File: src/rtl/vga_timing_pkg.sv
// Shared timing constants for the VGA sync generator: the 800x600@72 defaults,
// an alternative 640x480@60 set, and the sync polarity encodings.
package vga_timing_pkg;

  localparam bit SYNC_POS = 1'b1;
  localparam bit SYNC_NEG = 1'b0;

  // 800x600@72, 50 MHz pixel rate.
  localparam int SVGA72_H_DISPLAY = 800;
  localparam int SVGA72_H_FRONT   = 56;
  localparam int SVGA72_H_SYNC    = 120;
  localparam int SVGA72_H_BACK    = 64;
  localparam int SVGA72_V_DISPLAY = 600;
  localparam int SVGA72_V_FRONT   = 37;
  localparam int SVGA72_V_SYNC    = 6;
  localparam int SVGA72_V_BACK    = 23;
  localparam int SVGA72_X_W       = 11;
  localparam int SVGA72_Y_W       = 10;

  // 640x480@60, 25.175 MHz pixel rate.
  localparam int VGA60_H_DISPLAY = 640;
  localparam int VGA60_H_FRONT   = 16;
  localparam int VGA60_H_SYNC    = 96;
  localparam int VGA60_H_BACK    = 48;
  localparam int VGA60_V_DISPLAY = 480;
  localparam int VGA60_V_FRONT   = 10;
  localparam int VGA60_V_SYNC    = 2;
  localparam int VGA60_V_BACK    = 33;

  // Minimum counter width able to hold 0..total-1.
  function automatic int count_width(input int total);
    return (total <= 2) ? 1 : $clog2(total);
  endfunction

endpackage

File: src/rtl/vga_axis_counter.sv
// One timing axis: wrapping position counter with clear/advance, plus
// decode of the active window and the sync window for the current count.
module vga_axis_counter #(
  parameter int W       = 11,
  parameter int DISPLAY = 800,
  parameter int FRONT   = 56,
  parameter int SYNC    = 120,
  parameter int BACK    = 64
) (
  input  logic         clk,
  input  logic         rst_n,
  input  logic         clear,
  input  logic         advance,
  output logic [W-1:0] cnt,
  output logic         last,
  output logic         active,
  output logic         sync_act
);

  localparam logic [31:0] TOTAL_M1   = 32'(DISPLAY + FRONT + SYNC + BACK - 1);
  localparam logic [31:0] DISP_U     = 32'(DISPLAY);
  localparam logic [31:0] SYNC_START = 32'(DISPLAY + FRONT);
  localparam logic [31:0] SYNC_END   = 32'(DISPLAY + FRONT + SYNC);

  logic [31:0] cnt_wide;

  // Compare at 32 bits so window edges equal to 2**W cannot alias.
  assign cnt_wide = 32'(cnt);
  assign last     = (cnt_wide == TOTAL_M1);
  assign active   = (cnt_wide < DISP_U);
  assign sync_act = (cnt_wide >= SYNC_START) && (cnt_wide < SYNC_END);

  always_ff @(posedge clk or negedge rst_n) begin
    if (!rst_n) begin
      cnt <= '0;
    end else if (clear) begin
      cnt <= '0;
    end else if (advance) begin
      cnt <= last ? '0 : cnt + W'(1);
    end
  end

endmodule

File: src/rtl/vga_timing_gen.sv
// Parametrised VGA sync generator driven by a pixel clock-enable.
// Optional line-compare interrupt built only when VGA_TIMING_LINE_IRQ_EN is defined.
module vga_timing_gen
  import vga_timing_pkg::*;
#(
  parameter int H_DISPLAY = SVGA72_H_DISPLAY,
  parameter int H_FRONT   = SVGA72_H_FRONT,
  parameter int H_SYNC    = SVGA72_H_SYNC,
  parameter int H_BACK    = SVGA72_H_BACK,
  parameter int V_DISPLAY = SVGA72_V_DISPLAY,
  parameter int V_FRONT   = SVGA72_V_FRONT,
  parameter int V_SYNC    = SVGA72_V_SYNC,
  parameter int V_BACK    = SVGA72_V_BACK,
  parameter bit H_POL     = SYNC_POS,
  parameter bit V_POL     = SYNC_POS,
  parameter int X_W       = SVGA72_X_W,
  parameter int Y_W       = SVGA72_Y_W
) (
  input  logic           clk,
  input  logic           rst_n,
  input  logic           pix_ce,
  input  logic           en,
  output logic           hsync,
  output logic           vsync,
  output logic           de,
  output logic [X_W-1:0] x,
  output logic [Y_W-1:0] y,
  output logic           line_start,
  output logic           frame_start,
  output logic           vblank_start,
  input  logic [Y_W-1:0] irq_line,
  output logic           line_irq
);

  localparam int H_TOTAL = H_DISPLAY + H_FRONT + H_SYNC + H_BACK;
  localparam int V_TOTAL = V_DISPLAY + V_FRONT + V_SYNC + V_BACK;

  if (H_SYNC == 0 || V_SYNC == 0) begin : g_bad_sync
    $fatal(1, "vga_timing_gen: sync pulse width must be non-zero");
  end
  if (count_width(H_TOTAL) > X_W) begin : g_bad_xw
    $fatal(1, "vga_timing_gen: X_W too narrow for H_TOTAL");
  end
  if (count_width(V_TOTAL) > Y_W) begin : g_bad_yw
    $fatal(1, "vga_timing_gen: Y_W too narrow for V_TOTAL");
  end

  logic           step;
  logic [X_W-1:0] h_cnt;
  logic [Y_W-1:0] v_cnt;
  logic           h_last, h_active, h_sync_act;
  logic           v_wrap_unused, v_active, v_sync_act;
  logic           line_hit;

  assign step     = pix_ce && en;
  assign line_hit = (h_cnt == '0);

  vga_axis_counter #(
    .W(X_W), .DISPLAY(H_DISPLAY), .FRONT(H_FRONT), .SYNC(H_SYNC), .BACK(H_BACK)
  ) u_h (
    .clk(clk), .rst_n(rst_n), .clear(!en), .advance(step),
    .cnt(h_cnt), .last(h_last), .active(h_active), .sync_act(h_sync_act)
  );

  vga_axis_counter #(
    .W(Y_W), .DISPLAY(V_DISPLAY), .FRONT(V_FRONT), .SYNC(V_SYNC), .BACK(V_BACK)
  ) u_v (
    .clk(clk), .rst_n(rst_n), .clear(!en), .advance(step && h_last),
    .cnt(v_cnt), .last(v_wrap_unused), .active(v_active), .sync_act(v_sync_act)
  );

  // Outputs sample the counters on each enabled edge, so every output
  // describes the same pixel one pix_ce edge behind the counters.
  always_ff @(posedge clk or negedge rst_n) begin
    if (!rst_n) begin
      x            <= '0;
      y            <= '0;
      de           <= 1'b0;
      hsync        <= ~H_POL;
      vsync        <= ~V_POL;
      line_start   <= 1'b0;
      frame_start  <= 1'b0;
      vblank_start <= 1'b0;
    end else if (!en) begin
      x            <= '0;
      y            <= '0;
      de           <= 1'b0;
      hsync        <= ~H_POL;
      vsync        <= ~V_POL;
      line_start   <= 1'b0;
      frame_start  <= 1'b0;
      vblank_start <= 1'b0;
    end else if (pix_ce) begin
      x            <= h_cnt;
      y            <= v_cnt;
      de           <= h_active && v_active;
      hsync        <= h_sync_act ? H_POL : ~H_POL;
      vsync        <= v_sync_act ? V_POL : ~V_POL;
      line_start   <= line_hit;
      frame_start  <= line_hit && (v_cnt == '0);
      vblank_start <= line_hit && (32'(v_cnt) == 32'(V_DISPLAY));
    end else begin
      // Strobes last one clk only, even when pix_ce stays low.
      line_start   <= 1'b0;
      frame_start  <= 1'b0;
      vblank_start <= 1'b0;
    end
  end

`ifdef VGA_TIMING_LINE_IRQ_EN
  always_ff @(posedge clk or negedge rst_n) begin
    if (!rst_n) begin
      line_irq <= 1'b0;
    end else if (!en) begin
      line_irq <= 1'b0;
    end else if (pix_ce) begin
      line_irq <= line_hit && (v_cnt == irq_line);
    end else begin
      line_irq <= 1'b0;
    end
  end
`else
  logic irq_line_unused;
  assign irq_line_unused = ^irq_line;
  assign line_irq        = 1'b0;
`endif

endmodule

File: config.mk
export PLATFORM = sky130hd
export DESIGN_NAME = vga_timing_gen
export DESIGN_NICKNAME = d
export VERILOG_FILES = /design/src/rtl/vga_timing_pkg.sv /design/src/rtl/vga_axis_counter.sv /design/src/rtl/vga_timing_gen.sv
export SDC_FILE = /design/constraint.sdc
export NUM_CORES = 1
export LEC_CHECK = 0
export BUFFER_PORTS_ARGS = -buffer_cell sky130_fd_sc_hd__buf_2
export CORE_UTILIZATION = 32
export DETAILED_ROUTE_END_ITERATION = 10
export GPL_TIMING_DRIVEN = 0
export PLACE_DENSITY = 0.48
export SETUP_SLACK_MARGIN = 0.15
export SLEW_MARGIN = 20
export SYNTH_ARGS = -nofsm -noshare
export SYNTH_HDL_FRONTEND = slang
export SYNTH_SLANG_ARGS = --single-unit
File: constraint.sdc
create_clock -name clk -period 2.5 [get_ports clk]
set_clock_uncertainty 0.1 [all_clocks]
set_input_delay 0.125 -clock clk [delete_from_list [all_inputs] [get_ports clk]]
set_output_delay 0.125 -clock clk [all_outputs]
set_load 0.1 [all_outputs]
After elaboration in Yosys (flattened, before gate mapping)
Index checks and enable logic that the tools add are counted.

Add/subtract/negate cells: 2. $lt $le $gt $ge: 6. Equality and inequality tests: 6. Multiplexer cells: 24. Reductions and logical operators: 9.

Operators by type and width (count): $mux 11 (5); $mux 10 (5); $lt 11x10->1 const B (2); $eq 10x10->1 const B (2); $lt 10x10->1 const B (2); $mux 1 (14); $add 11x1->11 const B (1); $eq 11x11->1 const B (1); $ge 11x10->1 const B (1); $logic_not 11->1 (1); $add 10x1->10 const B (1); $ge 10x10->1 const B (1); $logic_not 10->1 (1); $logic_and 1x1->1 (7); $ne 2x1->1 const B (2); $ne 2x2->1 const B (1).

Bits in registers: 48. Bits of input ports: 14. Output and inout bits: 28.

Logic depth before layout (Yosys ltp)
Depth after elaboration: 5. Mapped depth: 7.

Cells and area by module
A second synthesis with hierarchy kept.

Cell total of the unflattened synthesis: 243. Area total of the unflattened synthesis: 2506.2 µm².

By module, submodules not included: vga_timing_gen (instances 1, cells each 99, area each 1172.4 µm², sequential area each 675.6 µm²); vga_axis_counter at u_v (instances 1, cells each 71, area each 679.4 µm², sequential area each 250.2 µm²); vga_axis_counter at u_h (instances 1, cells each 73, area each 654.4 µm², sequential area each 275.3 µm²).

Worst setup path before layout
Ideal clock, no wire load.

Kind: register -> register. Start point: register u_h.cnt[7]. End point: register u_v.cnt[9]. Arrival time: 1899 ps. Required time: 2332 ps. Path slack: 432 ps. Cell stages (with the launch flop): 6. Path buffers: 1. Period minus slack after synthesis: 2068 ps. Cell sequence: dfrtp_1 > buf_6 > or4_4 > nor4_4 > or3b_1 > nand3_1.

Word-level cells in the longest chain between the ends: 3.

RTL lines: start: declaration (RTL line vga_axis_counter.sv:14) `output logic [W-1:0] cnt,`; start signal: assignment (RTL line vga_axis_counter.sv:39) `cnt <= last ? '0 : cnt + W'(1);`; $eq 11x11->1 (RTL line vga_axis_counter.sv:29) `assign last = (cnt_wide == TOTAL_M1);`; $logic_and 1x1->1 (RTL line vga_timing_gen.sv:68) `.clk(clk), .rst_n(rst_n), .clear(!en), .advance(step && h_last),`; $ne 2x1->1 (no source line); end signal: assignment (RTL line vga_axis_counter.sv:39); end: declaration (RTL line vga_axis_counter.sv:14).

Every way passes these cells. A chain may end at the register's enable or synchronous reset.

Worst setup path in the final report
Start point: register u_v.cnt[2]. End point: register u_v.cnt[7].

Word-level cells in the longest chain between the ends: 4. Elaborated cells between the ends (all ways): 5.

RTL lines: $add 10x1->10 or $eq 10x10->1 (tied branches) (RTL line vga_axis_counter.sv:39, vga_axis_counter.sv:29); $mux 10 * (RTL line vga_axis_counter.sv:39); $mux 10 * (RTL line vga_axis_counter.sv:38) `end else if (advance) begin`; $mux 10 * (RTL line vga_axis_counter.sv:36) `end else if (clear) begin`.

Every way passes the cells marked *; elsewhere a longest branch is shown, timed or not. The select of a mux whose other input is x is not followed.

==> run_results.csv <==
group,metric,value,unit
power_and_ir_drop,clock_power_share,35.3,%
place,detailedPlacementHpwl,4052,um
yosys,dominantRegCellSynth,"dfrtp_1",
sta,minimum_period_implied_by_the_final_worst_setup_slack,2.216,ns
drt,met2_wirelength_from_detailed_routing,2878,um
clocking,cts_root_buf,"clkbuf_8",
clocking,clk_latency,0.31,ns
sta,finalHoldWorstSlack,0.1187,ns
finish,syn2layout_area_growth,16.33,%
power_and_ir_drop,power.density,487.4,mW/mm2
die,die-width,90.76,um
die,start_util,32.80,%
place,port_buffers,29,
worst_setup_path,criticalPathCategory,"flip-flop to flip-flop",
sta,final.setup.tns,0,ns
run,cap_violations,0,
yosys,syn_area_per_cell,9.965,um2
worst_setup_path,rrSetupSlack,0.28,ns
sta,finalSetupViolCount,0,
drt,drt_wl_total,5949,um
power_and_ir_drop,comb_power_share,9.6,%
worst_setup_path,timing.rr.start,"u_v.cnt[2]$_DFFE_PN0P_",
drt,drt-met1-wl,2825,um
finish,drive_gt1_share,18.43,%
worst_setup_path,timing.critical_path.fanout_max,10,
yosys,synthesis.area,0.002521,mm2
yosys,cell_type_with_the_highest_aggregate_area_in_the_netlist,"dfrtp_1",
sta,max_slew.worst_pin.slew,0.7921,ns
power_and_ir_drop,power.net_switching,387.1,uW
yosys,synthesis.instances,253,
yosys,synth_seq_area_share,47.64,%
drt,detail-route-antenna-nets,0,
yosys,synth_top_cells_by_area,"dfrtp_1, mux2i_1, nor2b_1",
sta,fmaxAchievable,451.2,MHz
finish,footprint_of_the_multi_input_gates,0.001209,mm2
yosys,synthMostInstantiatedCell,"dfrtp_1",
drt,drt_first_pass_iters,4,
worst_setup_path,critical_path_required,2.59,ns
power_and_ir_drop,power.ir.vdd_worst,212.0,uV
power_and_ir_drop,netSwitchingFraction,27.08,%
drt,num_vias,1981,
drt,drt_iter0_drc,55,
finish,footprint_of_the_flip_flops_and_latches,0.001201,mm2
die,core_area,0.007687,mm2
worst_setup_path,critical_path.startpoint,"u_v.cnt[2]$_DFFE_PN0P_",
outcome,run_status,"finished, final reports clean",
hold_path,hp-class,"input pin to flip-flop",
drt,route.top_layer_used,"met4",
finish,net_count_of_the_finished_layout,312,
drt,avgViaCountPerCell,5.015,
grt,grt_max_degree,49,
grt,globalRoute.totalOverflow,0,
power_and_ir_drop,internal_power,1.042,mW
grt,grt_first_pass_wirelength,10060,um
sta,fin_crit_sh,88.65,%
hold_path,worstHoldStart,"en",
drt,route.detailed.wl_per_inst,15.06,um
die,die_area,0.008237,mm2
drt,met3_wirelength,190,um
grt,antenna_violations_before_repair,0,
clocking,cts_tree,"built",
finish,antenna_cells,0,
grt,number_of_global_route_vias_before_repair,1922,
yosys,number_of_storage_elements_in_the_synthesis_netlist,48,
place,gp_routability_congestion,0.7478,
sta,setup_repair_after_global_routing_missed_its_margin,"no",
power_and_ir_drop,p_seq_share,55.2,%
finish,instances_no_fill,395,
grt,groute.usage.overall,15.39,%
clocking,clock_tree.buffer_depth,2,
sta,final_max_slew_viol_count,0,
finish,fillerInstances,816,
finish,final_util,38.15,%
place,numPlacedInstances,384,
yosys,netlist_top_cells_count,"dfrtp_1, nand2_1, nor2b_1, mux2i_1, nand3_1",
drt,remaining_drc_errors,0,
yosys,synth_edf_count,0,
die,rows,32,
power_and_ir_drop,cellLeakagePower,1.376,nW
worst_setup_path,worst-endpoint-arrival,2.31,ns
die,die_height,90.76,um
die,io-pin-count,42,
yosys,synth.net_count,273,
clocking,cts_bufs_inserted,5,
yosys,synth_top_cell_area_share,47.64,%
yosys,yosysWarningCount,0,
sta,finalHoldViolCount,0,
worst_setup_path,critical_path.endpoint_type,"flip-flop",
clocking,cts_max_level,2,
worst_setup_path,worstSetupStartpointType,"flip-flop",
sta,max-slew-margin-rel,47.19,%
clocking,path_clk_slew,0.09,ns
clocking,numClockSinks,48,
yosys,synth_cell_types,47,
yosys,asyncSetResetFlopFracSynth,100.0,%
## final timing paths
path                                          end  depth (start not counted)
max in group asynchronous        x[8]$_DFFE_PN0P_                          2
setup reg to reg           u_v.cnt[7]$_DFFE_PN0P_                          6
min in group asynchronous        x[2]$_DFFE_PN0P_                          2
hold reg to reg                    de$_DFFE_PN0P_                          1
setup / recovery           u_v.cnt[7]$_DFFE_PN0P_                          6
hold / removal               line_start$_DFF_PN0_                          3
## stage by stage
step                      cell area (um2)  total power [mW]  setup slack, ns
after detailed placement             2796            0.9412           0.1794
after floorplan                      2521            0.8996           0.4323
final                                2933             1.429           0.2837
after CTS                            2905             1.455           0.1625
after global routing                 2933             1.497           0.1691
after global placement               2794            0.9418           0.1379
## state kept, by name, summed over array words and instances, names as in the netlist
signal,count
de,1
u_h.cnt,11
hsync,1
frame_start,1
line_start,1
u_v.cnt,10
vsync,1
y,10
x,11
vblank_start,1
## layout make-up
cell class,instances,area share [%]
buffer,20,3.370
multi-input combinational,178,41.21
sequential,48,40.96
timing repair buffer,32,5.887
tap,102,4.352
inverter,7,0.8959
clock buffer,6,2.816
clock inverter,2,0.5119
## power by group through the flow
stage               Clock, mW  Combinational [mW]  Sequential (mW)
floorplan                   0              0.0595            0.840
global route            0.557               0.150            0.791
finish                  0.504               0.137            0.789
detailed placement          0               0.136            0.805
CTS                     0.528               0.138            0.789
global placement            0               0.137            0.805
## per-layer routing
| metal | track usage (%) | up-vias |
|---|---|---|
| met5 | 0 | - |
| li1 | - | 974 |
| met3 | 2.862 | 5 |
| met1 | 20.38 | 960 |
| met2 | 25.63 | 42 |
| met4 | 4.167 | 0 |
## logic make-up (layout without fill, tap and decap cells)
group                      after synthesis  count (layout)  synth area share (%)
AOI/OAI and AO/OA                       41              41                 11.56
xor gates and xnor gates                 4               4                 1.390
adders and majority gates                6               6                 2.978
buffers and inverters                   27              67                 4.814
DFF                                     48              48                 47.64
muxes                                   21              21                 8.387
other                                    1               1                0.1487
and+or+nand+nor                        105             105                 23.08
## layout by cell type, fill, tap and decap left out, types with 4 or more instances in the layout
master    Yosys  routed
a21oi_1       5       5
a22o_1        5       5
a31oi_1       5       5
buf_2         1      29
buf_4         1       4
clkbuf_1     14      11
clkbuf_8      0       6
dfrtp_1      48      48
ha_1          6       6
inv_1         7       7
mux2i_1      20      20
nand2_1      26      25
nand3_1      18      18
nand4_1       6       6
nor2_1        7       7
nor2b_1      21      21
nor3_1        4       4
nor4_1        5       5
o21ai_0       9       9
## worst max-delay path, cell delays in order, from the launching register on
cell	delay, ns
dfrtp_1	0.37
clkbuf_1	0.19
or3_1	0.42
or4_1	0.50
clkbuf_2	0.22
a32oi_1	0.21
o21ai_0	0.10
## timing repair
item,4_1_cts,5_1_grt
endpoints found under the hold margin,48,0
hold buffers,1,0
endpoints found under the setup margin,1,12
pin swaps,0,1
buffers inserted,0,2
resized for setup,1,6
No activity file was read; power rests on OpenSTA's default activity.
